--- src/rtl/hex_display_ctrl.sv ---
// hex_display_ctrl: multi-digit seven-segment display controller.
// A load-strobed register holds a DIGITS-wide hex value. Every digit's segment
// pattern is recomputed each cycle into a register, and each digit can be
// blanked by its enable, by leading-zero suppression or by blinking.
// Optional feature macro: HEX_BLINK_EN (adds the blink counter and phase).
// Without it, blink_mask is accepted and ignored.
//
// Handshake: load is sampled on every rising edge. There is no ready signal,
// so a load is never stalled. A load whose value differs from the held value
// raises changed for exactly the following cycle.
module hex_display_ctrl #(
    parameter int DIGITS     = 6,
    parameter int ACTIVE_LOW = 1,
    parameter int BLINK_DIV  = 25000000
) (
    input  logic                  clk,
    input  logic                  reset,
    input  logic                  load,
    input  logic [4*DIGITS-1:0]   value,
    input  logic [DIGITS-1:0]     digit_en,
    input  logic                  blank_lz,
    input  logic [DIGITS-1:0]     blink_mask,
    output logic [7*DIGITS-1:0]   seg,
    output logic                  changed
);

    localparam int         CW      = $clog2(BLINK_DIV);
    localparam logic [6:0] SEG_OFF = (ACTIVE_LOW != 0) ? 7'h7F : 7'h00;

    logic [4*DIGITS-1:0] value_q;
    logic [DIGITS-1:0]   lz_keep;
    logic [DIGITS-1:0]   blink_off;
    logic [7*DIGITS-1:0] seg_next;
    logic                seen_nz;
    logic                new_value;

    assign new_value = load && (value != value_q);

    // Active-high segment pattern for one hex nibble (bit 0 = a ... bit 6 = g)
    function automatic logic [6:0] hex_to_seg(input logic [3:0] nib);
        logic [6:0] p;
        case (nib)
            4'h0: p = 7'h3F;
            4'h1: p = 7'h06;
            4'h2: p = 7'h5B;
            4'h3: p = 7'h4F;
            4'h4: p = 7'h66;
            4'h5: p = 7'h6D;
            4'h6: p = 7'h7D;
            4'h7: p = 7'h07;
            4'h8: p = 7'h7F;
            4'h9: p = 7'h67;
            4'hA: p = 7'h77;
            4'hB: p = 7'h7C;
            4'hC: p = 7'h39;
            4'hD: p = 7'h5E;
            4'hE: p = 7'h79;
            default: p = 7'h71;
        endcase
        return p;
    endfunction

    // Held value register and the value-changed pulse
    always_ff @(posedge clk or posedge reset) begin
        if (reset) begin
            value_q <= '0;
            changed <= 1'b0;
        end else begin
            changed <= new_value;
            if (load) value_q <= value;
        end
    end

`ifdef HEX_BLINK_EN
    logic [CW-1:0] blink_cnt;
    logic          blink_phase;

    // Blink timebase: phase toggles every BLINK_DIV cycles, restarted by a new value
    always_ff @(posedge clk or posedge reset) begin
        if (reset) begin
            blink_cnt   <= '0;
            blink_phase <= 1'b0;
        end else if (new_value) begin
            blink_cnt   <= '0;
            blink_phase <= 1'b0;
        end else if (blink_cnt == CW'(BLINK_DIV - 1)) begin
            blink_cnt   <= '0;
            blink_phase <= ~blink_phase;
        end else begin
            blink_cnt   <= blink_cnt + 1'b1;
        end
    end

    assign blink_off = blink_mask & {DIGITS{blink_phase}};
`else
    // Without the blink feature the mask has no effect; it is folded into a sink.
    logic [CW:0] blink_unused;
    assign blink_unused = {(CW + 1){^blink_mask}};
    assign blink_off    = '0;
`endif

    // Leading-zero scan: a digit stays visible once a nonzero nibble is found at or above it
    always_comb begin
        lz_keep = '0;
        seen_nz = 1'b0;
        for (int i = DIGITS - 1; i >= 0; i--) begin
            if (value_q[4*i +: 4] != 4'h0) seen_nz = 1'b1;
            lz_keep[i] = seen_nz || (i == 0);
        end
    end

    // Per-digit pattern with blanking priority, polarity applied last
    always_comb begin
        seg_next = '0;
        for (int i = 0; i < DIGITS; i++) begin
            logic       show;
            logic [6:0] pat;
            show = digit_en[i] && (!blank_lz || lz_keep[i]) && !blink_off[i];
            pat  = show ? hex_to_seg(value_q[4*i +: 4]) : 7'h00;
            seg_next[7*i +: 7] = (ACTIVE_LOW != 0) ? ~pat : pat;
        end
    end

    // Registered segment outputs
    always_ff @(posedge clk or posedge reset) begin
        if (reset) seg <= {DIGITS{SEG_OFF}};
        else       seg <= seg_next;
    end

endmodule

--- config.mk ---
export PLATFORM = sky130hd
export DESIGN_NAME = hex_display_ctrl
export DESIGN_NICKNAME = d
export VERILOG_FILES = /design/src/rtl/hex_display_ctrl.sv
export SDC_FILE = /design/constraint.sdc
export NUM_CORES = 1
export LEC_CHECK = 0
export ABC_AREA = 1
export BUFFER_PORTS_ARGS = -buffer_cell sky130_fd_sc_hd__buf_4
export CAP_MARGIN = 25
export CORE_ASPECT_RATIO = 0.9
export CORE_MARGIN = 2
export CORE_UTILIZATION = 42
export DETAILED_ROUTE_END_ITERATION = 8
export PLACE_DENSITY_LB_ADDON = 0.2
export SKIP_LAST_GASP = 1
export SLEW_MARGIN = 0
export SYNTH_ARGS = -nofsm -noshare
export SYNTH_HDL_FRONTEND = slang
export SYNTH_SLANG_ARGS = --single-unit
--- constraint.sdc ---
create_clock -name clk -period 2.2 [get_ports clk]
set_input_delay 0.55 -clock clk [delete_from_list [all_inputs] [get_ports clk]]
set_output_delay 0.55 -clock clk [all_outputs]
set_load 0.02 [all_outputs]
==> Yosys cells after proc, flatten, opt, wreduce, memory -nomap -nowiden <==
Memory sizes are Yosys's and may differ from the RTL's.
Index checks and enable logic that the tools add are counted.
{ "word_totals": {"n_memories": 6, "register_bits": 67, "out_inout_bits": 43, "rom_bits": 672, "wordCells": 44} }
{ "op_classes": {"n_reduce_logical": 17, "n_bitwise": 6, "muxes": 11, "eq_ne": 1} }
{ "memory_table": {"columns": ["name", "depth", "word_bits", "read_ports", "rd_clocked_by_memory_dff", "wr", "line_no", "source"], "rows": [
  ["(no name shown)", 16, 7, 1, 0, 0, "42", "case (nib)"],
  ["(no name shown)", 16, 7, 1, 0, 0, "42", null],
  ["(no name shown)", 16, 7, 1, 0, 0, "42", null],
  ["(no name shown)", 16, 7, 1, 0, 0, "42", null],
  ["(no name shown)", 16, 7, 1, 0, 0, "42", null],
  ["(no name shown)", 16, 7, 1, 0, 0, "42", null]
]} }
{ "ops": {"columns": ["operator", "n"], "rows": [
  ["two-way mux 7 bit", 6],
  ["NOT 7 bit", 6],
  ["inequality test 24 bit", 1],
  ["nonzero test 4 bit", 5],
  ["logical AND 1 bit", 6],
  ["logical OR 1 bit", 5],
  ["two-way mux 1 bit", 5],
  ["zero test 1 bit", 1]
]} }

==> Longest topological paths before layout <==
Gate-level depths: netlist of run 1.
{ "logic_depth": {"depth_word": 10, "ltp_mapped": 11} }

==> Worst setup path after synthesis of run 1 <==
Ideal clock, no wire load.
{ "synth_path": {"path_type": "register to register", "from": "reg value_q[20]", "to": "reg seg[8]", "required_ps": 2139, "arrival_time_ps": 1340, "setup_ps": 61, "period_less_slack_ps": 1401, "path_stages_with_launch": 9, "path_slack_ps": 799, "path_cell_list": "dfrtp_1 > inv_1 > ha_1 > nand3_2 > nor2_4 > nand3_2 > o21ai_2 > inv_2 > nand2_1"} }
{ "synth_via": {"elab_chain_cells": 10} }
{ "synth_rtl": {"columns": ["element", "line_no", "source"], "rows": [
  ["start: declaration", "30", "logic [4*DIGITS-1:0] value_q;"],
  ["start signal: assignment", "70", "if (load) value_q <= value;"],
  ["nonzero test 4 bit", "107", "if (value_q[4*i +: 4] != 4'h0) seen_nz = 1'b1;"],
  ["two-way mux 1 bit (5 in series)", "107", null],
  ["logical OR 1 bit", "118", "show = digit_en[i] && (!blank_lz || lz_keep[i]) && !blink_off[i];"],
  ["logical AND 1 bit", "118", null],
  ["two-way mux 7 bit", "119", "pat = show ? hex_to_seg(value_q[4*i +: 4]) : 7'h00;"],
  ["NOT 7 bit", "120", "seg_next[7*i +: 7] = (ACTIVE_LOW != 0) ? ~pat : pat;"],
  ["named net seg_next[8]", "33", "logic [7*DIGITS-1:0] seg_next;"],
  ["end signal: assignment", "126", "if (reset) seg <= {DIGITS{SEG_OFF}};"],
  ["end signal: assignment", "127", "else seg <= seg_next;"],
  ["end: declaration", "23", "output logic [7*DIGITS-1:0] seg,"]
]} }
The timed path passes the listed nets, and every way through them passes these cells.
A chain may end at the register's enable or synchronous reset.

==> Worst setup path in the final report of run 1 <==
{ "layout_path": {"from": "reg value_q[20]", "to": "reg seg[12]"} }
The elaborated chain is that of the path after synthesis.

==> implementation parameters, run 1 <==
Parameter                              Value

Status
  Result of the run    finished, final reports clean

Worst setup path
  Critical path endpoint category    flop
  Reg2reg setup slack    0.61 ns
  Origin of the worst setup path    value_q[20]
  Max stage delay on crit path    0.41 ns
  Data arrival time of the critical path    1.87 ns
  Crit path capture    seg[12]
  Data required time at the worst endpoint    2.48 ns
  Worst path cell trace    inv_1 > ha_1 > nand3_2 > nor2_4 > nand3_2 > o21ai_2 > inv_2 > nand2_1
  Path type of the worst setup path    reg2reg
  RR Startpoint    value_q[20]
  Worst reg2reg path endpoint    seg[12]
  Worst reg2reg path depth    8
  Critical path fanouts, max    8
  Setup crit start kind    flop
  Cell with the largest stage delay on the worst path    sky130_fd_sc_hd__dfrtp_1
  Library cell appearing most often on the critical path    sky130_fd_sc_hd__nand3_2

Final layout
  Synth-to-Final Area Change    19.8%
  Non-filler instance count after layout    709
  Final standard cell area without fillers    4870 um2
  Fraction of the core area covered by cells at the end of the flow    0.511
  Number of antenna cells inserted    0
  Most frequent standard cell in the layout excluding fill and tap cells    sky130_fd_sc_hd__nand2_1
  Post-layout net count    654
  Share of layout cells above drive strength 1    0.271
  Leading cell types in the layout, fill and taps excluded    sky130_fd_sc_hd__nand2_1, sky130_fd_sc_hd__buf_4, sky130_fd_sc_hd__o21ai_0

Global routing
  Pin count of the biggest net entering global routing    68
  Initial antenna violation count    0
  Via count of the first global-routing pass    3,013
  Wire length of the first global-routing pass    14,200 um
  Grt total ovfl    0
  Tot GR Track Use    0.170

Placed design
  Routability cong.    0.858
  Detailed-placement wirelength estimate    6270 um
  I/O Buffers    76
  Cell Count Post-Placement    693
  Placed Instance Area    4710 um2

Logic synthesis
  Total nets after synthesis    584
  Part of the Yosys area used for sequential elements    0.425
  Count of flip-flops with a built-in enable after synthesis    0
  Mean area per synthesized cell    8.00 um2
  Async set-or-reset flop fraction in the synthesized netlist    1.00
  Prevailing post-synth register cell    sky130_fd_sc_hd__dfstp_2
  Register bit total from synthesis    67
  Number of warnings issued by yosys    0
  Number of cells produced by synthesis    508
  Post-Syn Area    4060 um2
  Number of unique standard cell types used by synthesis    38

Power
  Switch share    0.329
  Pwr Density    673 nW/um2
  Cell internal pwr    2.20 mW
  Highest ir drop seen on vdd    0.340 mV
  Power Total    3.28 mW
  NetSw    1.08 mW
  Part of the power in registers    0.466
  Part of the power in combinational logic    0.263
  Proportion of power drawn by the clock network    0.271
  Static leakage    2.41 nW

Drt
  Count of routing violations after the opening detailed-route iteration    148
  Post-Route WL    8640 um
  Number of optimization iterations in the first detailed-route pass    4
  Routed len/inst    12.2 um
  Per-cell via count in the routed design    4.85
  Number of antenna-violating nets in the routed design    0
  Routed vias    3,439
  DR DRC count    0

Run
  Max-Cap Viols    0

Floorplanning
  IO Pins    83
  Die outline width    108 um
  CORE AREA    9530 um2
  Std-Cell Rows    34
  Vertical die dimension    97.3 um
  Starting density of the core    0.426
  Area of the die    10,500 um2

STA
  Tmin final    1.59 ns
  Part of the cycle the worst path needs    0.722
  Worst-case clock skew    0.0117 ns
  Setup TNS    0 ns
  Relative slew slack    0.713
  Setup violators final    0
  Achievable clock frequency    630 MHz
  Number of pins with negative max-slew slack in the final report    0
  Final Hold Vio Count    0
  Worst slew pin tran    0.430 ns
  RSZ-0062 raised after global routing    no

CTS
  Max H-tree Level    3
  Buffers inserted by post-CTS timing repair    0
  Post-CTS resize count    0
  Clock-pin slew on the worst setup and hold paths    0.07 ns
  CTS tree    yes
  Maximum clock insertion buffer count    2
  Clock root cell    sky130_fd_sc_hd__clkbuf_8
  Number of clock sinks    67
  CTS Buf Count    9
  Number of hold buffers added after cts    0
  Skew-Pair Late Insertion Delay    0.34 ns

Worst hold path
  Worst min path class    in2async
[flip-flops by register name (all words and copies together) (netlist names)]
register and flops:
changed 1, value_q 24, seg 42
[final cells by class]
type / count / area [um2]
timing repair buffer: 77 / 591
tap: 126 / 158
inverter: 67 / 256
clock buffer: 13 / 149
clock inverter: 3 / 15.0
sequential: 67 / 1730
fill: 934 / 4660
multi-input combinational: 356 / 1970
[cell usage after synthesis (3+ instances only)]
cell type | number | area, um2
sky130_fd_sc_hd__buf_6 | 4 | 45.0
sky130_fd_sc_hd__o21ai_1 | 3 | 15.0
sky130_fd_sc_hd__inv_1 | 51 | 191
sky130_fd_sc_hd__ha_1 | 36 | 450
sky130_fd_sc_hd__inv_2 | 14 | 52.6
sky130_fd_sc_hd__o21ai_0 | 51 | 255
sky130_fd_sc_hd__nand2_1 | 148 | 556
sky130_fd_sc_hd__nand4_1 | 4 | 25.0
sky130_fd_sc_hd__o211ai_1 | 9 | 67.6
sky130_fd_sc_hd__nor2_1 | 27 | 101
sky130_fd_sc_hd__nand3_1 | 31 | 155
sky130_fd_sc_hd__buf_2 | 7 | 35.0
sky130_fd_sc_hd__a21oi_1 | 15 | 75.1
sky130_fd_sc_hd__dfstp_2 | 42 | 1100
sky130_fd_sc_hd__o2111ai_1 | 7 | 61.3
sky130_fd_sc_hd__clkbuf_1 | 7 | 26.3
sky130_fd_sc_hd__dfrtp_1 | 25 | 626
[worst max-delay path, delay by kind of cell (launching register included)]
kind / cells / cell delay [ns]
AOI/OAI and AO/OA: 1 / 0.14
and+or+nand+nor: 4 / 0.47
DFF: 1 / 0.41
adders and majority gates: 1 / 0.23
buffers and inverters: 2 / 0.29
[logic make-up (layout without fill, tap and decap cells)]
family	count (synthesis)	after routing	synth area share
simple gates	222	222	0.229
compound gates	96	96	0.141
buf+inv	85	160	0.0893
flops	67	67	0.425
fa+ha+maj	36	36	0.111
xor+xnor	2	2	0.00431
[power by group through the flow]
stage                     registers, mW  logic (mW)  clock network [mW]
final                              1.53       0.863               0.887
after global routing               1.55       0.968               0.981
after CTS                          1.53       0.869               0.919
after detailed placement           1.55       0.864                   0
after global placement             1.54       0.853                   0
after floorplan                    1.63       0.483                   0
[worst min-delay path by stage]
stage	to	slack (ns)	cells past startpoint
finish	value_q[3]	0.29	3
global route	value_q[3]	0.31	3
CTS	value_q[3]	0.29	3
detailed placement	seg[0]	0.60	1
global placement	seg[0]	0.61	1
floorplan	seg[0]	0.55	1
[routing by layer]
metal | global-route usage | wire length (um)
met5 | 0 | 0
met4 | 0.0621 | 121
met3 | 0.0369 | 407
met2 | 0.255 | 3940
met1 | 0.241 | 4170
[stage by stage]
step / hold slack, ns / setup slack [ns]
2_1_floorplan: 0.546 / 0.0363
3_3_place_gp: 0.612 / 0.627
3_5_place_dp: 0.597 / 0.590
4_1_cts: 0.290 / 0.576
5_1_grt: 0.310 / 0.442
6_report: 0.287 / 0.612
No activity file was read; power rests on OpenSTA's default activity.
==> run 2, diff against run 1 <==
--- a/config.mk
+++ b/config.mk
@@ -5,7 +5,7 @@
 export SDC_FILE = /design/constraint.sdc
 export NUM_CORES = 1
 export LEC_CHECK = 0
-export ABC_AREA = 1
+export ABC_AREA = 0
 export BUFFER_PORTS_ARGS = -buffer_cell sky130_fd_sc_hd__buf_4
 export CAP_MARGIN = 25
 export CORE_ASPECT_RATIO = 0.9
==> constraint.sdc (replaced) <==
create_clock -name clk -period 1.65 [get_ports clk]
set_input_delay 0.4125 -clock clk [delete_from_list [all_inputs] [get_ports clk]]
set_output_delay 0.4125 -clock clk [all_outputs]
set_load 0.02 [all_outputs]
==> implementation parameters, run 2 <==
Parameter                              Value

Global routing
  M1 GR Usage    0.237
  Tot GR Track Use    0.180
  GR Layer Usage met2    0.287
  Wire length of the first global-routing pass    14,200 um
  Grt total ovfl    0
  Initial antenna violation count    0
  Global-route met3 utilization    0.0521
  Gr busiest metal    met2
  Via count of the first global-routing pass    2,963
  Pin count of the biggest net entering global routing    68

STA
  RSZ-0062 raised after global routing    yes
  Worst-case clock skew    0.0107 ns
  Setup TNS    0 ns
  Final Hold Vio Count    0
  Achievable clock frequency    620 MHz
  Hold Slack    0.169 ns
  Tmin final    1.61 ns
  Relative slew slack    0.704
  Worst slew pin tran    0.439 ns
  Number of pins with negative max-slew slack in the final report    0
  Setup violators final    0
  Part of the cycle the worst path needs    0.977

Placed design
  Routability cong.    0.839
  Placed Instance Area    4810 um2
  I/O Buffers    76
  Detailed-placement wirelength estimate    6410 um

Power
  Pwr Density    923 nW/um2
  NetSw    1.41 mW
  Part of the power in combinational logic    0.284
  Cell internal pwr    3.27 mW
  Highest ir drop seen on vdd    0.421 mV
  Proportion of power drawn by the clock network    0.291
  Power Total    4.68 mW
  Switch share    0.301
  Static leakage    2.25 nW
  Part of the power in registers    0.425

Drt
  Count of routing violations after the opening detailed-route iteration    105
  Per-cell via count in the routed design    5.14
  Post-Route WL    8830 um
  Number of optimization iterations in the first detailed-route pass    5
  Routed vias    3,163
  Routed len/inst    14.4 um
  Number of antenna-violating nets in the routed design    0
  DR DRC count    0

Worst setup path
  Path type of the worst setup path    reg2reg
  Reg2reg setup slack    0.04 ns
  Data arrival time of the critical path    1.83 ns
  Worst reg2reg path depth    6
  Setup crit start kind    flop
  Data required time at the worst endpoint    1.87 ns
  RR Startpoint    value_q[9]
  Critical path fanouts, max    6
  Worst reg2reg path endpoint    changed
  Critical path endpoint category    flop

Final layout
  Post-layout net count    565
  Register with the highest flop count    seg
  Most frequent standard cell in the layout excluding fill and tap cells    sky130_fd_sc_hd__buf_4
  Synth-to-Final Area Change    29.0%
  Share of layout cells above drive strength 1    0.387
  Leading cell types in the layout, fill and taps excluded    sky130_fd_sc_hd__buf_4, sky130_fd_sc_hd__dfstp_2, sky130_fd_sc_hd__nand2_1
  Number of antenna cells inserted    0
  Final standard cell area without fillers    5070 um2
  Max FFs per register    42
  Biggest regs    seg: 42 flops, value_q: 24 flops, changed: 1 flops

Floorplanning
  Starting density of the core    0.431
  Std-Cell Rows    33
  CORE AREA    9130 um2
  Vertical die dimension    95.8 um
  Die outline width    106 um
  Area of the die    10,100 um2
  IO Pins    83

Logic synthesis
  Cell with the most instances after synthesis    sky130_fd_sc_hd__dfstp_2
  Prevailing post-synth register cell    sky130_fd_sc_hd__dfstp_2
  Register bit total from synthesis    67
  Number of cells produced by synthesis    388
  Async set-or-reset flop fraction in the synthesized netlist    1.00
  Top-area cell type share of the netlist area    0.281
  Post-Syn Area    3930 um2
  Part of the Yosys area used for sequential elements    0.440
  Mean area per synthesized cell    10.1 um2
  Cell taking the most area after synthesis    sky130_fd_sc_hd__dfstp_2
  Number of unique standard cell types used by synthesis    43
  Total nets after synthesis    464
  Most frequent cells after synthesis    sky130_fd_sc_hd__dfstp_2, sky130_fd_sc_hd__nand2_1, sky130_fd_sc_hd__ha_1, sky130_fd_sc_hd__o21ai_0
  Count of flip-flops with a built-in enable after synthesis    0
  Main area contributors after synthesis    sky130_fd_sc_hd__dfstp_2, sky130_fd_sc_hd__dfrtp_1, sky130_fd_sc_hd__ha_1
  Number of warnings issued by yosys    0

CTS
  Clock-pin slew on the worst setup and hold paths    0.08 ns
  CTS Buf Count    9
  Skew-Pair Late Insertion Delay    0.34 ns
  CTS tree    yes
  Max H-tree Level    3
  Maximum clock insertion buffer count    2
  Number of clock sinks    67
  Number of hold buffers added after cts    0
  Clock root cell    sky130_fd_sc_hd__clkbuf_8

Status
  Result of the run    finished, final reports clean

Worst hold path
  Worst min path class    in2async

Run
  Max-Cap Viols    0
## run 2: power by group through the flow
stage | Combinational [mW] | Sequential [mW] | Clock (mW)
after floorplan | 0.621 | 2.18 | 0
after global placement | 1.29 | 2.01 | 0
after detailed placement | 1.30 | 2.01 | 0
after CTS | 1.31 | 1.99 | 1.42
after global routing | 1.46 | 2.01 | 1.49
final | 1.33 | 1.99 | 1.36
## run 2: cells by family after synthesis
group           synth area share
flops                      0.440
buf+inv                   0.0548
compound gates             0.152
xor+xnor                  0.0535
simple gates               0.146
fa+ha+maj                  0.115
mux                       0.0388
## run 2: worst max-delay path by stage
stage	startpoint	endpoint	slack, ns	cells past startpoint
6_report	value_q[9]	changed	0.04	6
5_1_grt	value_q[13]	seg[8]	-0.05	6
4_1_cts	value_q[8]	seg[7]	-0.01	7
3_5_place_dp	value_q[8]	seg[10]	-0.16	7
3_3_place_gp	value_q[8]	seg[7]	-0.12	7
2_1_floorplan	value_q[20]	seg[20]	0.06	7
## run 2: metal layers
| metal | share of wire | vias to the layer above |
|---|---|---|
| met5 | 0 | - |
| li1 | - | 1566 |
| met1 | 0.45 | 1503 |
| met3 | 0.050 | 15 |
| met2 | 0.48 | 79 |
| met4 | 0.018 | 0 |
## run 2: cell type report
class / instances / area (um2)
fill: 821 / 4060
multi-input combinational: 273 / 2030
sequential: 67 / 1730
timing repair buffer: 113 / 861
clock buffer: 13 / 159
tap: 122 / 153
inverter: 25 / 97.6
clock inverter: 2 / 35.0
## run 2: stage by stage
step	worst slack, ns	cells	utilization
detailed placement	-0.157	598	0.527
global placement	-0.122	598	0.527
CTS	-0.0119	613	0.550
global route	-0.0452	615	0.555
finish	0.0383	615	0.555
floorplan	0.0564	388	-
## run 2: timing repair
| item | in CTS | in global routing |
|---|---|---|
| pin swaps | 0 | 3 |
| setup endpoints to repair | 21 | 22 |
| cloned | 0 | 0 |
| buffers inserted | 0 | 3 |
| gates resized for setup | 4 | 8 |
## run 2: worst max-delay path, stage by stage (launching register included)
cell and delay, ns:
sky130_fd_sc_hd__dfrtp_1 0.40, sky130_fd_sc_hd__buf_4 0.13, sky130_fd_sc_hd__buf_4 0.15, sky130_fd_sc_hd__xor2_1 0.15, sky130_fd_sc_hd__nor4_1 0.30, sky130_fd_sc_hd__nand4_1 0.12
sky130_fd_sc_hd__o31a_1 0.25
==> run 3, diff against run 2 <==
--- a/config.mk
+++ b/config.mk
@@ -10,7 +10,7 @@
 export CAP_MARGIN = 25
 export CORE_ASPECT_RATIO = 0.9
 export CORE_MARGIN = 2
-export CORE_UTILIZATION = 42
+export CORE_UTILIZATION = 43
 export DETAILED_ROUTE_END_ITERATION = 8
 export PLACE_DENSITY_LB_ADDON = 0.2
 export SKIP_LAST_GASP = 1
==> implementation parameters, run 3 (same netlist as run 2, synthesis figures left out) <==
Parameter                              Value

Worst setup path
  Worst reg2reg path endpoint    seg[28]
  Setup crit start kind    flop
  Data required time at the worst endpoint    1.88 ns
  Data arrival time of the critical path    1.81 ns
  Worst reg2reg path depth    6
  Critical path fanouts, max    7
  Path type of the worst setup path    reg2reg
  Reg2reg setup slack    0.07 ns
  Critical path endpoint category    flop
  RR Startpoint    value_q[20]

Final layout
  Fraction of the core area covered by cells at the end of the flow    0.561
  Max FFs per register    42
  Number of antenna cells inserted    0
  Number of filler cells placed in the layout    834
  Synth-to-Final Area Change    28.6%
  Biggest regs    seg: 42 flops, value_q: 24 flops, changed: 1 flops
  Most frequent standard cell in the layout excluding fill and tap cells    sky130_fd_sc_hd__buf_4
  Area used by sequential logic in the layout    1730 um2
  Non-filler instance count after layout    615
  Area of the multi-input gates    2030 um2
  Register with the highest flop count    seg
  Final standard cell area without fillers    5050 um2
  Leading cell types in the layout, fill and taps excluded    sky130_fd_sc_hd__buf_4, sky130_fd_sc_hd__dfstp_2, sky130_fd_sc_hd__nand2_1
  Post-layout net count    564
  Share of layout cells above drive strength 1    0.385

CTS
  Skew-Pair Late Insertion Delay    0.34 ns
  Clock root cell    sky130_fd_sc_hd__clkbuf_8
  CTS tree    yes
  Max H-tree Level    3
  Number of clock sinks    67
  CTS Buf Count    9
  Maximum clock insertion buffer count    2
  Clock-pin slew on the worst setup and hold paths    0.07 ns

Global routing
  Pin count of the biggest net entering global routing    68
  M1 GR Usage    0.232
  Wire length of the first global-routing pass    14,600 um
  Grt total ovfl    0
  GR Layer Usage met2    0.311
  Tot GR Track Use    0.185
  Gr busiest metal    met2
  Global-route met3 utilization    0.0414
  Initial antenna violation count    0
  Via count of the first global-routing pass    3,086

Worst hold path
  Worst min path class    in2async

STA
  Achievable clock frequency    632 MHz
  Worst-case clock skew    0.0100 ns
  Setup TNS    0 ns
  Relative slew slack    0.732
  Worst slew pin tran    0.397 ns
  Part of the cycle the worst path needs    0.960
  Setup violators final    0
  Tmin final    1.58 ns
  Min setup slack post-route    0.0665 ns
  Number of pins with negative max-slew slack in the final report    0
  Hold Slack    0.169 ns
  Final Hold Vio Count    0
  RSZ-0062 raised after global routing    yes

Power
  Cell internal pwr    3.24 mW
  Highest ir drop seen on vdd    0.445 mV
  Pwr Density    920 nW/um2
  Proportion of power drawn by the clock network    0.287
  NetSw    1.41 mW
  Switch share    0.303
  Power Total    4.65 mW
  Static leakage    2.24 nW
  Part of the power in registers    0.428
  Part of the power in combinational logic    0.285

Placed design
  Worst slack after detailed placement    -0.102 ns
  Detailed-placement wirelength estimate    6520 um
  I/O Buffers    76
  Cell Count Post-Placement    599
  Placed Instance Area    4820 um2
  Routability cong.    0.822

Floorplanning
  Vertical die dimension    94.7 um
  CORE AREA    9000 um2
  IO Pins    83
  Starting density of the core    0.437
  Std-Cell Rows    33
  Die outline width    105 um
  Area of the die    9920 um2

Drt
  Number of optimization iterations in the first detailed-route pass    4
  Count of routing violations after the opening detailed-route iteration    122
  DR DRC count    0
  Number of antenna-violating nets in the routed design    0
  Routed len/inst    14.4 um
  Routed vias    3,190
  Per-cell via count in the routed design    5.19
  Post-Route WL    8830 um

Run
  Max-Cap Viols    0

Status
  Result of the run    finished, final reports clean
==> run 3: power groups by stage <==
stage	Clock, mW	Combinational [mW]	Sequential [mW]
2_1_floorplan	0	0.621	2.18
3_3_place_gp	0	1.29	2.01
3_5_place_dp	0	1.31	2.01
4_1_cts	1.39	1.32	1.99
5_1_grt	1.46	1.46	2.01
6_report	1.33	1.32	1.99
==> run 3: per-layer routing <==
layer	wire (um)	share of wire
met1	3870	0.44
met2	4370	0.49
met3	394	0.045
met4	200	0.023
met5	0	0
==> run 3: layout make-up <==
cell class | instances | share of cell area
multi-input combinational | 273 | 0.402
sequential | 67 | 0.342
timing repair buffer | 112 | 0.169
clock buffer | 14 | 0.0302
tap | 122 | 0.0302
inverter | 25 | 0.0193
clock inverter | 2 | 0.00693
==> run 3: worst max-delay path: stages, from the launching register on <==
cell and delay, ns:
sky130_fd_sc_hd__dfrtp_1 0.35, sky130_fd_sc_hd__inv_1 0.06, sky130_fd_sc_hd__ha_1 0.21, sky130_fd_sc_hd__and4bb_4 0.22, sky130_fd_sc_hd__buf_4 0.16, sky130_fd_sc_hd__a21boi_2 0.26
sky130_fd_sc_hd__o311ai_0 0.22
==> run 3: what timing repair did <==
item,CTS,global route
hold buffers,0,0
gates cloned,0,0
setup endpoints to repair,22,25
endpoints found under the hold margin,0,0
pin swaps,0,4
resized for setup,5,7
buffers inserted,0,1
==> run 3: worst max-delay path by stage <==
stage / from / end / cells past startpoint
6_report: value_q[20] / seg[28] / 6
5_1_grt: value_q[20] / seg[28] / 6
4_1_cts: value_q[8] / seg[9] / 7
3_5_place_dp: value_q[8] / seg[10] / 7
3_3_place_gp: value_q[8] / seg[7] / 7
2_1_floorplan: value_q[20] / seg[20] / 7
